`src/rtl/sc_io_pkg.sv`:
```
// Shared constants for the sc_io_ports memory-mapped I/O block.
// Latency: n/a (constants only).
// Backpressure: n/a.
`timescale 1ns/1ps
package sc_io_pkg;
   // Word offsets within the 256-byte I/O page
   localparam logic [7:0] OFF_OUT    = 8'h00;
   localparam logic [7:0] OFF_IN     = 8'h40;
   localparam logic [7:0] OFF_STATUS = 8'h80;
   localparam logic [7:0] OFF_MASK   = 8'h84;

   // Each channel region is 16 words deep
   localparam int MAX_CH = 16;

   // Prime counter terminal value: flags are suppressed until the sync pipeline has filled
   localparam logic [1:0] PRIME_CNT = 2'd3;
endpackage

```
`src/rtl/sc_io_sync.sv`:
```
// Single input channel: 2-flop synchroniser, previous-value register, change pulse.
// Latency: sync_val follows din after 2 edges; change is combinational from s2/prev.
// Backpressure: none; samples every cycle.
`timescale 1ns/1ps
module sc_io_sync
   import sc_io_pkg::*;
#(
   parameter int DATA_W = 32
) (
   input  logic              clock,
   input  logic              resetn,
   input  logic              primed,
   input  logic [DATA_W-1:0] din,
   output logic [DATA_W-1:0] sync_val,
   output logic              change
);

   logic [DATA_W-1:0] s1;
   logic [DATA_W-1:0] s2;
   logic [DATA_W-1:0] prev;

   // Two-stage synchroniser plus one-cycle history for edge detection
   always_ff @(posedge clock or negedge resetn) begin
      if (!resetn) begin
         s1   <= '0;
         s2   <= '0;
         prev <= '0;
      end else begin
         s1   <= din;
         s2   <= s1;
         prev <= s2;
      end
   end

   assign sync_val = s2;
   // Only report changes once the pipeline holds real samples, not reset zeros
   assign change   = primed && (s2 != prev);

endmodule

```
`src/rtl/sc_io_ports.sv`:
```
// Memory-mapped I/O page: N_OUT output registers, N_IN synchronised inputs, change STATUS (clear-on-read).
// Latency: reads combinational; writes visible next cycle; inputs 2 cycles; flags 3 cycles after input change.
// Backpressure: none; single-cycle CPU bus. Optional IRQ/MASK feature enabled by macro SC_IO_IRQ_EN.
`timescale 1ns/1ps
module sc_io_ports
   import sc_io_pkg::*;
#(
   parameter int N_IN    = 3,
   parameter int N_OUT   = 3,
   parameter int DATA_W  = 32,
   parameter int ADDR_W  = 32,
   parameter logic [ADDR_W-9:0] IO_PAGE = '0
) (
   input  logic                    clock,
   input  logic                    resetn,
   input  logic [ADDR_W-1:0]       addr,
   input  logic [DATA_W-1:0]       wdata,
   input  logic                    io_wr,
   input  logic                    io_rd,
   output logic [DATA_W-1:0]       rdata,
   output logic                    io_sel,
   input  logic [N_IN*DATA_W-1:0]  in_port,
   output logic [N_OUT*DATA_W-1:0] out_port,
   output logic                    irq
);

   localparam int CH_W = $clog2(MAX_CH);

   logic [7:0]              off;
   logic [CH_W-1:0]         ch;
   logic                    is_out, is_in, is_status;
   logic [1:0]              prime_cnt;
   logic                    primed;
   logic [N_IN*DATA_W-1:0]  in_sync;
   logic [N_IN-1:0]         chg;
   logic [N_IN-1:0]         flag;
   logic [DATA_W+MAX_CH-1:0] status_ext;
   logic                    status_clr;
   logic                    addr_unused;

   // Byte lanes within a word are not decoded
   assign addr_unused = ^addr[1:0];
   assign off        = {addr[7:2], 2'b00};
   assign ch         = off[5:2];
   assign io_sel     = (addr[ADDR_W-1:8] == IO_PAGE);
   assign is_out     = (off[7:6] == OFF_OUT[7:6]);
   assign is_in      = (off[7:6] == OFF_IN[7:6]);
   assign is_status  = (off == OFF_STATUS);
   assign status_clr = io_rd && io_sel && is_status;
   assign primed     = (prime_cnt == PRIME_CNT);

   // Per-channel synchronisers
   for (genvar g = 0; g < N_IN; g++) begin : g_in
      sc_io_sync #(.DATA_W(DATA_W)) u_sync (
         .clock    (clock),
         .resetn   (resetn),
         .primed   (primed),
         .din      (in_port[g*DATA_W +: DATA_W]),
         .sync_val (in_sync[g*DATA_W +: DATA_W]),
         .change   (chg[g])
      );
   end

   // Prime counter: counts up after reset and saturates
   always_ff @(posedge clock or negedge resetn) begin
      if (!resetn)                 prime_cnt <= '0;
      else if (prime_cnt != PRIME_CNT) prime_cnt <= prime_cnt + 2'd1;
   end

   // Change flags: a clearing read loses to a change detected in the same cycle
   always_ff @(posedge clock or negedge resetn) begin
      if (!resetn) flag <= '0;
      else         flag <= (status_clr ? '0 : flag) | chg;
   end

   // Output registers written by CPU stores to OUT[i]
   always_ff @(posedge clock or negedge resetn) begin
      if (!resetn) begin
         out_port <= '0;
      end else if (io_wr && io_sel && is_out) begin
         for (int i = 0; i < N_OUT; i++) begin
            if (ch == CH_W'(i)) out_port[i*DATA_W +: DATA_W] <= wdata;
         end
      end
   end

`ifdef SC_IO_IRQ_EN
   logic [N_IN-1:0]          mask;
   logic [DATA_W+MAX_CH-1:0] wdata_ext;
   logic [DATA_W+MAX_CH-1:0] mask_ext;
   logic                     is_mask;

   assign is_mask   = (off == OFF_MASK);
   assign wdata_ext = {{MAX_CH{1'b0}}, wdata};

   // MASK register and registered interrupt request
   always_ff @(posedge clock or negedge resetn) begin
      if (!resetn) begin
         mask <= '0;
         irq  <= 1'b0;
      end else begin
         if (io_wr && io_sel && is_mask) mask <= wdata_ext[N_IN-1:0];
         irq <= |(flag & mask);
      end
   end

   // Zero-extended mask for readback
   always_comb begin
      mask_ext         = '0;
      mask_ext[N_IN-1:0] = mask;
   end
`else
   assign irq = 1'b0;
`endif

   // Combinational read mux; unmapped offsets and absent channels return 0
   always_comb begin
      rdata              = '0;
      status_ext         = '0;
      status_ext[N_IN-1:0] = flag;
      if (io_sel) begin
         if (is_out) begin
            for (int i = 0; i < N_OUT; i++) begin
               if (ch == CH_W'(i)) rdata = out_port[i*DATA_W +: DATA_W];
            end
         end
         if (is_in) begin
            for (int i = 0; i < N_IN; i++) begin
               if (ch == CH_W'(i)) rdata = in_sync[i*DATA_W +: DATA_W];
            end
         end
         if (is_status) rdata = status_ext[DATA_W-1:0];
`ifdef SC_IO_IRQ_EN
         if (is_mask) rdata = mask_ext[DATA_W-1:0];
`endif
      end
   end

endmodule

```
`config.mk`:
```
export PLATFORM = sky130hd
export DESIGN_NAME = sc_io_ports
export DESIGN_NICKNAME = d
export VERILOG_FILES = /design/src/rtl/sc_io_pkg.sv /design/src/rtl/sc_io_sync.sv /design/src/rtl/sc_io_ports.sv
export SDC_FILE = /design/constraint.sdc
export NUM_CORES = 1
export LEC_CHECK = 0
export CAP_MARGIN = 20
export CORE_UTILIZATION = 25
export CTS_CLUSTER_SIZE = 24
export DETAILED_ROUTE_END_ITERATION = 7
export PLACE_DENSITY_LB_ADDON = 0.2
export SETUP_SLACK_MARGIN = 0.3
export SLEW_MARGIN = 20
export SYNTH_ARGS = -nofsm -noshare
export SYNTH_HDL_FRONTEND = slang
export SYNTH_SLANG_ARGS = --single-unit
```
`constraint.sdc`:
```
create_clock -name clock -period 3.9 [get_ports clock]
set_input_delay 0.39 -clock clock [delete_from_list [all_inputs] [get_ports clock]]
set_output_delay 0.39 -clock clock [all_outputs]
set_load 0.05 [all_outputs]
```
==> run_results.csv, run 1 <==
group,metric,value,unit
finish,final_common_cell,"dfrtp_1",
hold_path,holdPathStages,1,
drt,wire_per_inst,21.9,um
setup_path,r2r-end,"flag[1]",
setup_path,path_max_fanout,28,
placed_design,dp_slack,675,ps
sta,fmax,310,MHz
finish,final_nets,1369,
floorplan,boundaryPins,294,
floorplan,start_util,25.5,%
sta,finalHoldViolations,0,
floorplan,fp-row-count,85,
setup_path,cp_slowest_cell,"or4b_1",
power,p_int,0.00699,W
setup_path,rr_startpoint,"g_in[1].u_sync.sync_val[22]",
hold_path,min_to,"g_in[0].u_sync.s1[23]",
power,cellPowerDensity,462,nW/um^2
cts,post_cts.repair.setup_buffers,0,
cts,cts_tree,"built",
global_routing,grt_pass1_wl,63.4,mm
floorplan,die_x,238,um
hold_path,hp-class,"primary input to register",
finish,drive_gt1_share,18.2,%
sta,finalCritPeriodShare,82.7,%
global_routing,antenna_found_initial,3,
yosys,netlist_area,13900,sq um
sta,setup-tns-final,0,ps
sta,fin_skew,15.0,ps
power,max-vdd-ir-drop,0.293,mV
finish,finish.utilization,36.1,%
yosys,ys.warnings.count,0,
cts,cts_hold_buf,1,
setup_path,r2r_setup_slack,1650,ps
setup_path,worstSetupPathType,"primary input to output pin",
placed_design,hpwl,31.9,mm
run,max-cap-violations,0,
run_status,status,"finished, final reports clean",
cts,clock-sinks,389,
finish,multi_input_area,3920,sq um
sta,relSlewSlack,37.9,%
yosys,syn_area_per_cell,15.8,sq um
setup_path,critPathLaunchType,"primary input",
drt,drt-total-wl,43.4,mm
drt,ant_nets,0,
finish,mostFrequentLayoutCells,"dfrtp_1 (389), clkdlybuf4s50_1 (256), xor2_1 (96)",
cts,cts_resized,0,
drt,drtPass1Iterations,4,
drt,avgViaCountPerCell,4.15,
cts,worstSkewPairLatency,580,ps
yosys,seq_area_frac_synth,70.2,%
sta,finalMaxSlewViolations,0,
setup_path,slowest_delay,640,ps
cts,numCtsBuffers,45,
setup_path,path_cells,"clkdlybuf4s50_1, or3_1, or4b_1, nand2_2, buf_4, nor2_1, buf_12",
power,leakage,8.57,nW
cts,clk_path_buf_depth,3,
placed_design,place.gp.congestion,0.739,
global_routing,grt_pass1_vias,9086,
sta,period_needed,3230,ps
yosys,synth_cells,877,
floorplan,die-area,56400,sq um
setup_path,worst_ep_required_time,3510,ps
finish,nFillCells,5234,
sta,setup_slack,674,ps
power,swShare,22.8,%
setup_path,critPathCaptureType,"output pin",
sta,rsz0062_at_grt,"no",
finish,area_delta_synth_final,41.3,%
yosys,syn-num-nets,1042,
global_routing,gr-usage-all-layers,15.7,%
cts,cts-root-buf,"clkbuf_16",
power,p_switching,0.00207,W
floorplan,dieHeight,238,um
drt,vias,8222,
hold_path,hold_start,"in_port[23]",
sta,setup_viol,0,
global_routing,grt_max_degree,92,
floorplan,coreArea,54300,sq um
finish,regArea,9730,sq um
setup_path,r2r_cells,5,
power,p_seq_share,47.4,%
drt,route.detailed.drc,0,
drt,drt_iter0_markers,400,
cts,clk_pin_slew,60,ps
sta,worst_slew_pin_slew,923,ps
yosys,ys_types,36,
power,power_frac_clock,47.0,%
global_routing,grt_overflow,0,
power,comb_power_share,5.6,%
setup_path,crit_arrival,2840,ps
cts,htreeDepth,2,
yosys,ys_ff_latch,389,
placed_design,numPortBuffers,290,
==> cells in the mapped netlist <==
library cell	n	area share, %
a21oi_1	29	1.0
and3_1	1	0.045
and4b_1	1	0.072
buf_1	2	0.054
buf_2	14	0.51
buf_4	3	0.16
buf_6	6	0.49
clkbuf_1	10	0.27
conb_1	1	0.027
dfrtp_1	389	70
ha_1	1	0.090
inv_1	4	0.11
mux2_1	49	4.0
mux2_2	77	6.3
mux2i_1	65	4.7
mux4_2	1	0.16
nand2_1	3	0.081
nand2_2	1	0.045
nand2b_1	3	0.14
nand4_1	6	0.27
nand4_2	2	0.18
nor2_1	29	0.78
nor2_4	1	0.081
nor2b_1	2	0.090
nor3_1	1	0.036
nor4_1	28	1.3
nor4_2	3	0.27
nor4_4	2	0.31
nor4b_2	1	0.11
o21ai_0	9	0.32
o221a_2	3	0.24
o22ai_1	31	1.4
or3_1	1	0.045
or4b_1	1	0.072
xnor2_1	1	0.063
xor2_1	96	6.1
==> how the worst max path moves through the flow <==
stage            startpoint   endpoint
2_1_floorplan  out_port[44]  rdata[12]
3_3_place_gp        addr[3]  rdata[23]
3_5_place_dp        addr[5]  rdata[23]
4_1_cts             addr[3]  rdata[23]
5_1_grt             addr[3]  rdata[23]
6_report            addr[3]  rdata[23]
==> layout make-up <==
class / instances / area share, %
sequential: 389 / 49.7
inverter: 4 / 0.0766
timing repair buffer: 315 / 17.8
clock inverter: 18 / 1.06
clock buffer: 64 / 6.68
tap: 739 / 4.72
antenna: 1 / 0.0128
multi-input combinational: 449 / 20.0
==> metrics by stage <==
step	cell area, sq um	hold WS (ps)	power [W]	instances
3_5_place_dp	18100	335	0.00489	1895
6_report	19600	247	0.00906	1979
3_3_place_gp	18100	334	0.00489	1895
4_1_cts	19600	207	0.00923	1978
5_1_grt	19600	222	0.00944	1978
2_1_floorplan	13900	94.4	0.00448	877
==> metal layers <==
layer  vias up  global-route usage, %  part of all wire, %  routed length [um]
met2       241                   25.4                   48               20700
li1       3736                      -                    -                   -
met3        63                   3.32                  5.1                2210
met5         -                      0                0.028                  12
met4         2                   4.65                  2.1                 918
met1      4180                   21.1                   45               19500
==> power groups by stage <==
stage          logic, W  registers, W  clock network [W]
2_1_floorplan  0.000157       0.00432                  0
3_3_place_gp   0.000522       0.00437                  0
3_5_place_dp   0.000522       0.00437                  0
4_1_cts        0.000526       0.00430            0.00441
5_1_grt        0.000557       0.00431            0.00457
6_report       0.000508       0.00429            0.00426
==> state kept, by name, indices dropped and copies added, names as in the netlist <==
name,cells
prime_cnt,2
g_in.u_sync.s1,96
g_in.u_sync.sync_val,96
out_port,96
flag,3
g_in.u_sync.prev,96
==> worst max-delay path: cells and delay by family <==
kind                   cells  cell delay, ps
buffers and inverters      3            1040
AND/OR/NAND/NOR            4            1380
==> cell families (layout without fill, tap and decap cells) <==
group | count (synthesis) | after routing | share of synthesized area (%)
DFF | 389 | 389 | 70.2
muxes | 192 | 192 | 15.1
xor gates and xnor gates | 97 | 97 | 6.13
and+or+nand+nor | 86 | 86 | 3.89
AOI/OAI and AO/OA | 72 | 72 | 3.01
buffers and inverters | 39 | 401 | 1.59
adders and majority gates | 1 | 1 | 0.0902
other | 1 | 2 | 0.0270
Power figures use the tool's default switching activity.
==> run 2: changes to the inputs <==
Clock period 3.9 ns to 3.38 ns, I/O delays scaled along.
==> run 2 against run 1 <==
  * Combinational power grew 16%
  * Routed wire length shrank 0.31%
  * Clock skew shrank 3.2 ps
  * Final cell count grew 0.71%
  * First-iteration DRC count shrank 11%
  * Critical path type unchanged
  * Final area grew 0.91%
==> run_results.csv, run 2 (synthesis gave the netlist of run 1 again) <==
group,metric,value,unit
run_status,status,"finished, final reports clean",
sta,fin_skew,11.8,ps
drt,drt-total-wl,43.2,mm
global_routing,grt_max_degree,84,
floorplan,coreArea,54300,sq um
global_routing,grt_pass1_wl,62.6,mm
sta,relSlewSlack,38.2,%
placed_design,dp_slack,386,ps
placed_design,numPortBuffers,290,
power,power_frac_clock,47.0,%
sta,finalHoldViolations,0,
floorplan,boundaryPins,294,
cts,cts_tree,"built",
placed_design,hpwl,32.2,mm
sta,setup_slack,519,ps
drt,avgViaCountPerCell,4.14,
cts,cts-root-buf,"clkbuf_16",
cts,htreeDepth,2,
setup_path,worstSetupPathType,"primary input to output pin",
sta,setup_viol,0,
power,swShare,22.1,%
floorplan,die-area,56400,sq um
finish,fin_area,19800,sq um
drt,route.detailed.drc,0,
power,p_int,0.00814,W
floorplan,fp-row-count,85,
cts,post_cts.repair.setup_buffers,0,
finish,final_cells,1993,
finish,final_nets,1383,
power,comb_power_share,5.6,%
setup_path,crit_arrival,2520,ps
power,p_seq_share,47.4,%
drt,wire_per_inst,21.7,um
floorplan,start_util,25.5,%
drt,drt_iter0_markers,355,
placed_design,place.gp.congestion,0.754,
global_routing,grt_overflow,0,
sta,fmax,350,MHz
cts,worstSkewPairLatency,560,ps
sta,worst_slew_pin_slew,919,ps
finish,final_common_cell,"dfrtp_1",
power,cellPowerDensity,529,nW/um^2
finish,mostFrequentLayoutCells,"dfrtp_1 (389), clkdlybuf4s50_1 (255), xor2_1 (96)",
setup_path,worst_ep_required_time,3040,ps
sta,setup-tns-final,0,ps
sta,period_needed,2860,ps
power,leakage,8.66,nW
floorplan,dieHeight,238,um
setup_path,critPathCaptureType,"output pin",
placed_design,place_area,18200,sq um
hold_path,hp-class,"primary input to register",
global_routing,grt_pass1_vias,8909,
drt,ant_nets,0,
cts,clk_path_buf_depth,3,
sta,finalCritPeriodShare,84.6,%
cts,clock-sinks,389,
cts,numCtsBuffers,45,
power,max-vdd-ir-drop,0.376,mV
power,p_switching,0.00231,W
global_routing,antenna_found_initial,5,
finish,area_delta_synth_final,42.6,%
setup_path,path_max_fanout,28,
run,max-cap-violations,0,
finish,drive_gt1_share,19.5,%
sta,finalMaxSlewViolations,0,
drt,vias,8257,
setup_path,critPathLaunchType,"primary input",
drt,drtPass1Iterations,4,
sta,rsz0062_at_grt,"no",
placed_design,placed_cells,1909,
floorplan,die_x,238,um
global_routing,gr-usage-all-layers,15.5,%
cts,clk_pin_slew,60,ps
-- run 2: changes by cell type in the layout (fill, tap and decap cells not counted), moves of 2 or more --
| cell | delta |
|---|---|
| clkinv_2 | -6 |
| clkinv_4 | +2 |
| clkbuf_1 | -3 |
| clkbuf_8 | +5 |
| clkinvlp_4 | +4 |
| buf_12 | +3 |
| buf_4 | +12 |
-- run 2: layer usage --
layer  wire [um]  track usage, %
met2       20600            25.0
met3        2340            3.04
met5          13               0
met1       19700            21.4
met4         680            3.85
-- run 2: worst paths after layout --
| path | cells after the start | end | from | slack, ps |
|---|---|---|---|---|
| worst max-delay path | 7 | rdata[17] | addr[5] | 520 |
| worst min-delay path | 1 | g_in[0].u_sync.s1[16] | in_port[16] | 210 |
| worst max register to register | 5 | flag[1] | g_in[1].u_sync.sync_val[22] | 1170 |
| worst min register to register | 0 | g_in[1].u_sync.sync_val[26] | g_in[1].u_sync.s1[26] | 340 |
| max in group asynchronous | 3 | out_port[37] | resetn | 2140 |
| min in group asynchronous | 2 | g_in[2].u_sync.prev[27] | resetn | 370 |
-- run 2: worst max-delay path, stage by stage --
cell and delay, ps:
clkdlybuf4s50_1 450, or3_1 400, or4b_1 640, nand2_2 150, buf_12 220, nor2_1 120, buf_12 160
-- run 2: power groups by stage --
| stage | Combinational, W | Clock [W] | Sequential [W] |
|---|---|---|---|
| 6_report | 0.000591 | 0.00491 | 0.00495 |
| 5_1_grt | 0.000651 | 0.00528 | 0.00497 |
| 4_1_cts | 0.000614 | 0.00508 | 0.00496 |
| 3_5_place_dp | 0.000609 | 0 | 0.00504 |
| 3_3_place_gp | 0.000608 | 0 | 0.00504 |
| 2_1_floorplan | 0.000181 | 0 | 0.00499 |
-- run 2: final cells by class --
class	instances	area (sq um)
clock buffers	67	1390
inverters	4	15.0
clock inverters	15	156
well taps	739	925
diodes	1	2.50
fillers	5215	34600
repair buffers	329	3630
multi-input cells	449	3930
flip-flops and latches	389	9730
-- run 2: metrics by stage --
stage          hold slack [ps]  utilization [%]  power [W]
3_3_place_gp               333             33.5    0.00565
5_1_grt                    175             36.4     0.0109
6_report                   209             36.4     0.0105
3_5_place_dp               335             33.5    0.00565
4_1_cts                    166             36.4     0.0107
2_1_floorplan             42.4                -    0.00517
-- run 2: repair_timing --
item                                    CTS  global route
resized for setup                         0             1
endpoints found under the hold margin    73             0
hold buffers                              1             0
endpoints found under the setup margin    0             1
